$ cat src/rtl/serial_add_pkg.sv
// rtl/serial_add_pkg.sv - shared FSM encoding, default width and counter sizing for serial_add_ctrl
package serial_add_pkg;

  typedef enum logic [1:0] {
    IDLE  = 2'd0,
    SHIFT = 2'd1,
    DONE  = 2'd2
  } state_t;

  localparam int DEFAULT_WIDTH = 8;

  function automatic int cnt_width(input int w);
    return (w < 2) ? 1 : $clog2(w);
  endfunction

endpackage

$ cat src/rtl/serial_add_ctrl_fa.sv
// rtl/serial_add_ctrl_fa.sv - single-bit full adder reused once per cycle by serial_add_ctrl
module fa (
  output logic sum,
  output logic cout,
  input  logic a,
  input  logic b,
  input  logic cin
);

  assign sum  = a ^ b ^ cin;
  assign cout = (a & b) | (cin & (a ^ b));

endmodule

$ cat src/rtl/serial_add_ctrl.sv
// rtl/serial_add_ctrl.sv - bit-serial LSB-first adder with IDLE/SHIFT/DONE control
// Optional two's-complement overflow output ovf is built when SERIAL_ADD_OVF_EN is defined.
module serial_add_ctrl
  import serial_add_pkg::*;
#(
  parameter int WIDTH = DEFAULT_WIDTH
) (
  input  logic             clk,
  input  logic             rst_n,
  input  logic             start,
  input  logic [WIDTH-1:0] a,
  input  logic [WIDTH-1:0] b,
  input  logic             cin,
  output logic             busy,
  output logic             done,
  output logic [WIDTH-1:0] sum,
  output logic             cout
`ifdef SERIAL_ADD_OVF_EN
  ,
  output logic             ovf
`endif
);

  localparam int CW = cnt_width(WIDTH);

  state_t           state;
  state_t           state_next;
  logic [WIDTH-1:0] a_sr;
  logic [WIDTH-1:0] b_sr;
  logic [WIDTH-1:0] res_sr;
  logic [WIDTH-1:0] res_next;
  logic             carry;
  logic [CW-1:0]    cnt;
  logic             fa_sum;
  logic             fa_cout;
  logic             last_bit;

  assign last_bit = (cnt == CW'(WIDTH - 1));
  assign res_next = {fa_sum, res_sr[WIDTH-1:1]};

  fa u_fa (
    .sum  (fa_sum),
    .cout (fa_cout),
    .a    (a_sr[0]),
    .b    (b_sr[0]),
    .cin  (carry)
  );

  always_ff @(posedge clk) begin
    if (!rst_n) begin
      state <= IDLE;
    end else begin
      state <= state_next;
    end
  end

  always_comb begin
    state_next = state;
    case (state)
      IDLE:    if (start) state_next = SHIFT;
      SHIFT:   if (last_bit) state_next = DONE;
      DONE:    state_next = IDLE;
      default: state_next = IDLE;
    endcase
  end

  assign busy = (state == SHIFT) || (state == DONE);
  assign done = (state == DONE);

  // The counter holds on the final bit so it never wraps when WIDTH is a power of two.
  always_ff @(posedge clk) begin
    if (!rst_n) begin
      a_sr   <= '0;
      b_sr   <= '0;
      res_sr <= '0;
      carry  <= 1'b0;
      cnt    <= '0;
      sum    <= '0;
      cout   <= 1'b0;
`ifdef SERIAL_ADD_OVF_EN
      ovf    <= 1'b0;
`endif
    end else begin
      case (state)
        IDLE: begin
          if (start) begin
            a_sr  <= a;
            b_sr  <= b;
            carry <= cin;
            cnt   <= '0;
          end
        end
        SHIFT: begin
          a_sr   <= {1'b0, a_sr[WIDTH-1:1]};
          b_sr   <= {1'b0, b_sr[WIDTH-1:1]};
          res_sr <= res_next;
          carry  <= fa_cout;
          if (last_bit) begin
            sum  <= res_next;
            cout <= fa_cout;
`ifdef SERIAL_ADD_OVF_EN
            // carry still holds the carry into the MSB on this edge
            ovf  <= carry ^ fa_cout;
`endif
          end else begin
            cnt <= cnt + 1'b1;
          end
        end
        default: begin
        end
      endcase
    end
  end

endmodule

$ cat config.mk
export PLATFORM = sky130hd
export DESIGN_NAME = serial_add_ctrl
export DESIGN_NICKNAME = d
export VERILOG_FILES = /design/src/rtl/serial_add_pkg.sv /design/src/rtl/serial_add_ctrl_fa.sv /design/src/rtl/serial_add_ctrl.sv
export SDC_FILE = /design/constraint.sdc
export NUM_CORES = 1
export LEC_CHECK = 0
export CORE_ASPECT_RATIO = 1.75
export CORE_UTILIZATION = 52
export DETAILED_ROUTE_END_ITERATION = 8
export PLACE_DENSITY = 0.79
export SLEW_MARGIN = 20
export SYNTH_ARGS = -nofsm -noshare
export SYNTH_HDL_FRONTEND = slang
export SYNTH_HIERARCHICAL = 1
export SYNTH_SLANG_ARGS = --single-unit
$ cat constraint.sdc
create_clock -name clk -period 1.72 [get_ports clk]
set_clock_uncertainty 0.05 [all_clocks]
set_input_delay 0.344 -clock clk [delete_from_list [all_inputs] [get_ports clk]]
set_output_delay 0.344 -clock clk [all_outputs]
set_load 0.01 [all_outputs]
==> implementation parameters, run 1 <==
Parameter                              Value

Yosys
  Combinational family with the most area after synthesis    simple AND/OR/NAND/NOR gates
  Multiplexer share of the synthesized area    14.9%
  Net count of the mapped netlist    205
  Per-instance average area after synthesis    ~10 um^2
  Parity-gate share of the synthesized area counting xor and xnor cells    0%
  Fraction of the mapped netlist area in adder cells    roughly 6.1%
  EDFF count, synth    0
  Sequential-to-total area share from yosys stat    a little over two fifths
  Cell area after synthesis    about 1800 um^2
  Share of flip-flops with an asynchronous set or reset    0%
  Synthesis Warnings    6
  Number of different library cells in the post-synthesis netlist    25
  Simple-gate area share of the yosys netlist    between 10% and 20%
  Yosys reg bits    38
  Cells after synthesis    ~180
  Post-synthesis compound-gate area fraction    between 10% and 20%
  Most frequently used flop master after synthesis    sky130_fd_sc_hd__dfxtp_1

Floorplan
  Row cnt    27
  Chip height    around 80 um
  Placeable core area    3210 um^2
  Initial Util    55.4%
  Die footprint    3660 um^2
  Number of top-level pins    31
  Die Wd    ~46 um

Place
  Placed Area    between 2000 and 2500 um^2
  Count of input and output buffers    30
  Sum of net half-perimeters after detailed placement    2290 um
  Final RePlAce weighted congestion    0.733

Cells and area
  Share of final-layout standard cells stronger than drive strength 1    under 10%
  Area delta synth->final    24.2%
  Leading cell type in the layout, fill and taps excluded    sky130_fd_sc_hd__nand2_1
  Layout fillers    around 260
  Count of nets after finishing    between 200 and 250
  Sequential cell area in the final layout    ~760 um^2
  Final instance area    2210 um^2
  Area occupied by multi-input gates    between 900 and 1000 um^2
  Commonest cells after routing, fill and taps aside    37 x sky130_fd_sc_hd__nand2_1, 36 x sky130_fd_sc_hd__dfxtp_1, 28 x sky130_fd_sc_hd__clkdlybuf4s50_1, 25 x sky130_fd_sc_hd__mux2i_1, 15 x sky130_fd_sc_hd__o211a_1
  Number of diodes    0

Clock tree
  CTS tree    yes
  Number of levels in the clock H-tree    2
  Root cell of the clock tree    sky130_fd_sc_hd__clkbuf_8
  Insertion delay to the later sink of the worst-skew pair    ~290 ps
  Maximum root-to-sink buffer count    2
  Hold bufs inserted after CTS    0
  Post-CTS setup buffer count    0
  Clock slew at reported path FFs    roughly 80 ps
  Sinks on the clock net    38
  TritonCTS Buffers    5

Route
  Routed len/inst    12.2 um
  Routed vias/inst    between 5 and 6
  Via count    1321
  DRC Markers    0
  Detailed-routing iteration count for the pre-antenna-repair pass    4
  Post-detailed-routing wire length    just over 3000 um
  DRT iter0 DRCs    21
  Post-route antenna net violation count    0

Setup path
  Slack of the worst reg-to-reg path    approximately 70 ps
  End of the worst register-to-register path    b_sr[0]
  Required time of the worst setup path    approximately 1300 ps
  Startpoint of the worst register-to-register path    state[1]
  Element type at the critical path end    output pin
  CP startpoint kind    register
  Reg2Reg Depth    4
  WP data arrival    1270 ps
  Crit-path max FO    4
  Critical setup path kind    reg -> out

Min path
  Worst hold path class    reg -> reg
  Min-delay src    sum[3]
  Worst Hold Path Cells    2
  Endpoint of the worst hold path    sum[3]

Power
  Static Leakage    0.967 nW
  Power density cells    slightly above 900 nW/um^2
  Total power consumption of the routed design    a little over 2 mW
  Max VDD drop    0.709 mV

Timing
  Hold Violations, Final    0
  Worst-case headroom to the max-slew limit    80.7%
  Maximum clock frequency    about 0.60 GHz
  Final period demand of the worst path    around 1700 ps
  Setup violations, final    0
  Unrepaired setup endpoints after global routing    yes
  Fin. max-slew vios    0
  Worst Hold Slack    414 ps
  Actual slew at the worst max-slew pin    just under 300 ps
  Setup TNS    0 ps
  Period Utilization, post-route    approximately 97%

Global routing
  Antenna violations before repair    0
  Global-route usage over all layers    19.5%
  Wire length of the first global-routing pass    5220 um
  Maximum number of pins on one net before global-route repair    31
  Final global-route overflow total    0
  Number of global-route vias before repair    1236

Run
  Max Cap Viol    0

Outcome
  Result of the run    finished clean
==> worst max-delay path: stages, from the launching register on <==
cell,delay [ps]
sky130_fd_sc_hd__dfxtp_2,340
sky130_fd_sc_hd__inv_1,90
sky130_fd_sc_hd__ha_1,280
sky130_fd_sc_hd__dlygate4sd2_1,280
==> worst max-delay path by stage <==
| stage | from | end | cells after the start |
|---|---|---|---|
| floorplan | state[0] | b_sr[0] | 5 |
| global placement | start | cnt[1] | 4 |
| detailed placement | start | cnt[0] | 4 |
| CTS | state[1] | busy | 3 |
| global route | state[1] | b_sr[0] | 4 |
| finish | state[1] | busy | 3 |
==> per-stage QoR <==
stage / utilization [%] / instances / setup slack, ps
floorplan: - / 177 / 206
global placement: 65.8 / 244 / 72.7
detailed placement: 65.8 / 244 / 8.72
CTS: 68.7 / 252 / 7.38
global route: 68.8 / 252 / -29.3
finish: 68.8 / 252 / 55.9
==> cell usage after synthesis (all sizes together), types with 2 or more instances <==
cell | number | area (um^2)
mux2i | 25 | 250
nand3 | 5 | 25.0
inv | 4 | 15.0
nor2 | 2 | 7.51
nand2b | 2 | 12.5
dfxtp | 38 | 761
o21ai | 3 | 15.0
a32o | 2 | 20.0
buf | 7 | 66.3
nor2b | 8 | 50.1
a21boi | 10 | 75.1
nand2 | 37 | 139
clkbuf | 4 | 15.0
ha | 7 | 87.6
o211a | 15 | 150
==> state kept, by name, summed over array words and instances (netlist names) <==
signal / count
a_sr: 8
b_sr: 8
sum: 8
res_sr: 7
cnt: 3
state: 2
carry: 1
cout: 1
==> cell families after synthesis <==
| logic type | after synthesis |
|---|---|
| AO/OA/AOI/OAI | 32 |
| adder cells (fa/ha/maj) | 8 |
| buffers and inverters | 15 |
| flip-flops | 38 |
| multiplexers | 26 |
| AND/OR/NAND/NOR | 58 |
==> metal layers <==
metal | global-route usage [%] | wire, um | vias to the layer above
li1 | - | - | 672
met1 | 20.7 | 1230 | 617
met2 | 34.4 | 1700 | 26
met3 | 4.77 | 88 | 6
met4 | 7.94 | 50 | 0
met5 | 0 | 0 | -
==> cell type report <==
class	count	share of cell area [%]
inverters	4	0.680
clock inverters	2	0.567
multi-input cells	124	41.7
clock buffers	6	3.74
flip-flops and latches	38	34.6
repair buffers	35	16.3
well taps	43	2.44
==> report_power, final <==
part / switching (mW) / internal (mW) / leakage [nW]
sequential: 0.0419 / 0.948 / 0.311
clock: 0.312 / 0.322 / 0.0472
combinational: 0.197 / 0.223 / 0.609
total: 0.550 / 1.49 / 0.967
==> repair_timing <==
action,4_1_cts,5_1_grt
endpoints found under the setup margin,2,18
resized for setup,4,1
endpoints found under the hold margin,0,0
Note: power is estimated with default switching activity, not from simulation.
==> inputs of run 2 (changes only) <==
--- a/config.mk
+++ b/config.mk
@@ -6,6 +6,7 @@
 export NUM_CORES = 1
 export LEC_CHECK = 0
 export CORE_ASPECT_RATIO = 1.75
+export CORE_MARGIN = 1.5
 export CORE_UTILIZATION = 52
 export DETAILED_ROUTE_END_ITERATION = 8
 export PLACE_DENSITY = 0.79
==> implementation parameters, run 2 (synthesis results as in run 1) <==
Parameter                              Value

Outcome
  Result of the run    finished clean (unchanged)

Timing
  Worst Hold Slack    411 ps (was 414 ps)
  Maximum clock frequency    0.606 GHz (was 0.601 GHz)
  Fin. max-slew vios    0 (unchanged)
  Unrepaired setup endpoints after global routing    no (was yes)
  Actual slew at the worst max-slew pin    313 ps (was 289 ps)
  Hold Violations, Final    0 (unchanged)
  Setup violations, final    0 (unchanged)
  Worst-case headroom to the max-slew limit    79.1% (was 80.7%)
  Setup TNS    0 ps (unchanged)
  Least setup slack across all paths after layout    70.4 ps (was 55.9 ps)
  Final period demand of the worst path    1650 ps (was 1660 ps)
  Period Utilization, post-route    95.9% (was 96.8%)

Route
  Post-route antenna net violation count    0 (unchanged)
  Detailed-routing iteration count for the pre-antenna-repair pass    4 (unchanged)
  Routed vias/inst    5.34 (was 5.24)
  Routed len/inst    13.6 um (was 12.2 um)
  Via count    1345 (was 1321)
  DRT iter0 DRCs    30 (was 21)
  Post-detailed-routing wire length    3420 um (was 3070 um)
  DRC Markers    0 (unchanged)

Cells and area
  Count of nets after finishing    236 (unchanged)
  Area delta synth->final    24.0% (was 24.2%)
  Share of the core filled with cells in the final layout    68.7% (was 68.8%)
  Leading cell type in the layout, fill and taps excluded    sky130_fd_sc_hd__nand2_1 (unchanged)
  Share of final-layout standard cells stronger than drive strength 1    9.09% (unchanged)
  Final instance area    2200 um^2 (was 2210 um^2)
  Layout fillers    253 (was 261)
  Number of cells in the finished layout apart from fillers    252 (unchanged)
  Commonest cells after routing, fill and taps aside    37 x sky130_fd_sc_hd__nand2_1, 36 x sky130_fd_sc_hd__dfxtp_1, 28 x sky130_fd_sc_hd__clkdlybuf4s50_1, 25 x sky130_fd_sc_hd__mux2i_1, 15 x sky130_fd_sc_hd__o211a_1 (unchanged)
  Number of diodes    0 (unchanged)
  Regs by FF count    a_sr (8), b_sr (8), sum (8) (unchanged)

Setup path
  Worst stage delay on the critical path    350 ps (was 340 ps)
  Worst path buffer plus inverter count    2 (unchanged)
  Critical setup path kind    reg -> out (unchanged)
  Crit-path cells    inv_2, ha_1, dlygate4sd2_1 (was inv_1, ha_1, dlygate4sd2_1)
  Element type at the critical path end    output pin (unchanged)
  CP startpoint kind    register (unchanged)
  Timing startpoint of the critical path    state[0] (was state[1])
  Required time of the worst setup path    1330 ps (about the same)
  Startpoint of the worst register-to-register path    state[0] (was state[1])
  Reg2Reg Depth    5 (was 4)
  Critical path's top delay family    flip-flops (was buffers and inverters)
  WP data arrival    1260 ps (was 1270 ps)
  Crit-path max FO    4 (unchanged)
  Critical-path top delay cell    sky130_fd_sc_hd__dfxtp_2 (unchanged)
  Worst path depth    3 (unchanged)

Power
  Power density cells    929 nW/um^2 (was 926 nW/um^2)
  Max VDD drop    0.634 mV (was 0.709 mV)
  Static Leakage    0.969 nW (was 0.967 nW)
  Total power consumption of the routed design    2.05 mW (was 2.04 mW)

Place
  Placed Area    2100 um^2 (was 2110 um^2)
  Placement Setup Slack    -30.9 ps (was 8.72 ps)
  Final RePlAce weighted congestion    0.809 (was 0.733)
  Placed cell count    243 (was 244)
  Sum of net half-perimeters after detailed placement    2540 um (was 2290 um)
  Count of input and output buffers    30 (unchanged)

Floorplan
  Die footprint    3790 um^2 (was 3660 um^2)
  Number of top-level pins    31 (unchanged)
  Die Wd    47.2 um (was 46.2 um)
  Row cnt    27 (unchanged)
  Placeable core area    3210 um^2 (unchanged)
  Chip height    80.3 um (was 79.3 um)
  Initial Util    55.4% (unchanged)

Min path
  Min-delay src    sum[1] (was sum[3])
  Worst Hold Path Cells    2 (unchanged)
  Worst hold path class    reg -> reg (unchanged)

Clock tree
  Maximum root-to-sink buffer count    2 (unchanged)
  Sinks on the clock net    38 (unchanged)
  Clock slew at reported path FFs    70 ps (was 80 ps)
  CTS tree    yes (unchanged)
  Number of levels in the clock H-tree    2 (unchanged)
  Hold bufs inserted after CTS    0 (unchanged)
  TritonCTS Buffers    5 (unchanged)
  Insertion delay to the later sink of the worst-skew pair    290 ps (about the same)
  Root cell of the clock tree    sky130_fd_sc_hd__clkbuf_8 (unchanged)

Global routing
  Final global-route overflow total    0 (unchanged)
  Number of global-route vias before repair    1372 (was 1236)
  Antenna violations before repair    0 (unchanged)
  Wire length of the first global-routing pass    5890 um (was 5220 um)
  Maximum number of pins on one net before global-route repair    38 (was 31)
  Global-route usage over all layers    21.7% (was 19.5%)

Run
  Max Cap Viol    0 (unchanged)
[run 2: cell types whose count changed in the layout (fill, tap and decap cells not counted)]
cell and change:
sky130_fd_sc_hd__inv_2 +1, sky130_fd_sc_hd__clkinvlp_4 -1, sky130_fd_sc_hd__clkbuf_1 +1, sky130_fd_sc_hd__inv_1 -1
[run 2: worst paths after layout]
kind | endpoint | slack (ps)
min | sum[1] | 410
min reg2reg | sum[1] | 410
max | busy | 70
max reg2reg | cnt[2] | 110
[run 2: layout make-up]
type                    count  area [um^2]  area share, %
clock buffers               7         86.3           3.92
clock inverters             1         5.00          0.227
inverters                   4         15.0          0.681
multi-input cells         124          920           41.7
flip-flops and latches     38          763           34.6
well taps                  43         53.8           2.44
repair buffers             35          360           16.4
[run 2: layer usage]
metal | global-route usage [%] | vias up | routed length, um
met4 | 7.50 | 0 | 47
met2 | 41.0 | 34 | 2000
li1 | - | 669 | -
met1 | 20.6 | 637 | 1250
met5 | 0 | - | 0
met3 | 6.07 | 5 | 133
[run 2: worst reg2reg max path: stages, from the launching register on]
cell and delay [ps]:
sky130_fd_sc_hd__dfxtp_2 350, sky130_fd_sc_hd__inv_2 60, sky130_fd_sc_hd__ha_1 290, sky130_fd_sc_hd__and2b_1 270
sky130_fd_sc_hd__nor3_4 270, sky130_fd_sc_hd__mux2i_1 250
[run 2: power by group]
part	switching (mW)	internal, mW	leakage [nW]
clock network	0.302	0.323	0.0482
logic	0.203	0.226	0.610
registers	0.0440	0.948	0.311
total	0.549	1.50	0.969
[run 2: what timing repair did]
| item | CTS | global route |
|---|---|---|
| resized for setup | 4 | 2 |
| buffers inserted | 0 | 1 |
| setup endpoints to repair | 3 | 19 |
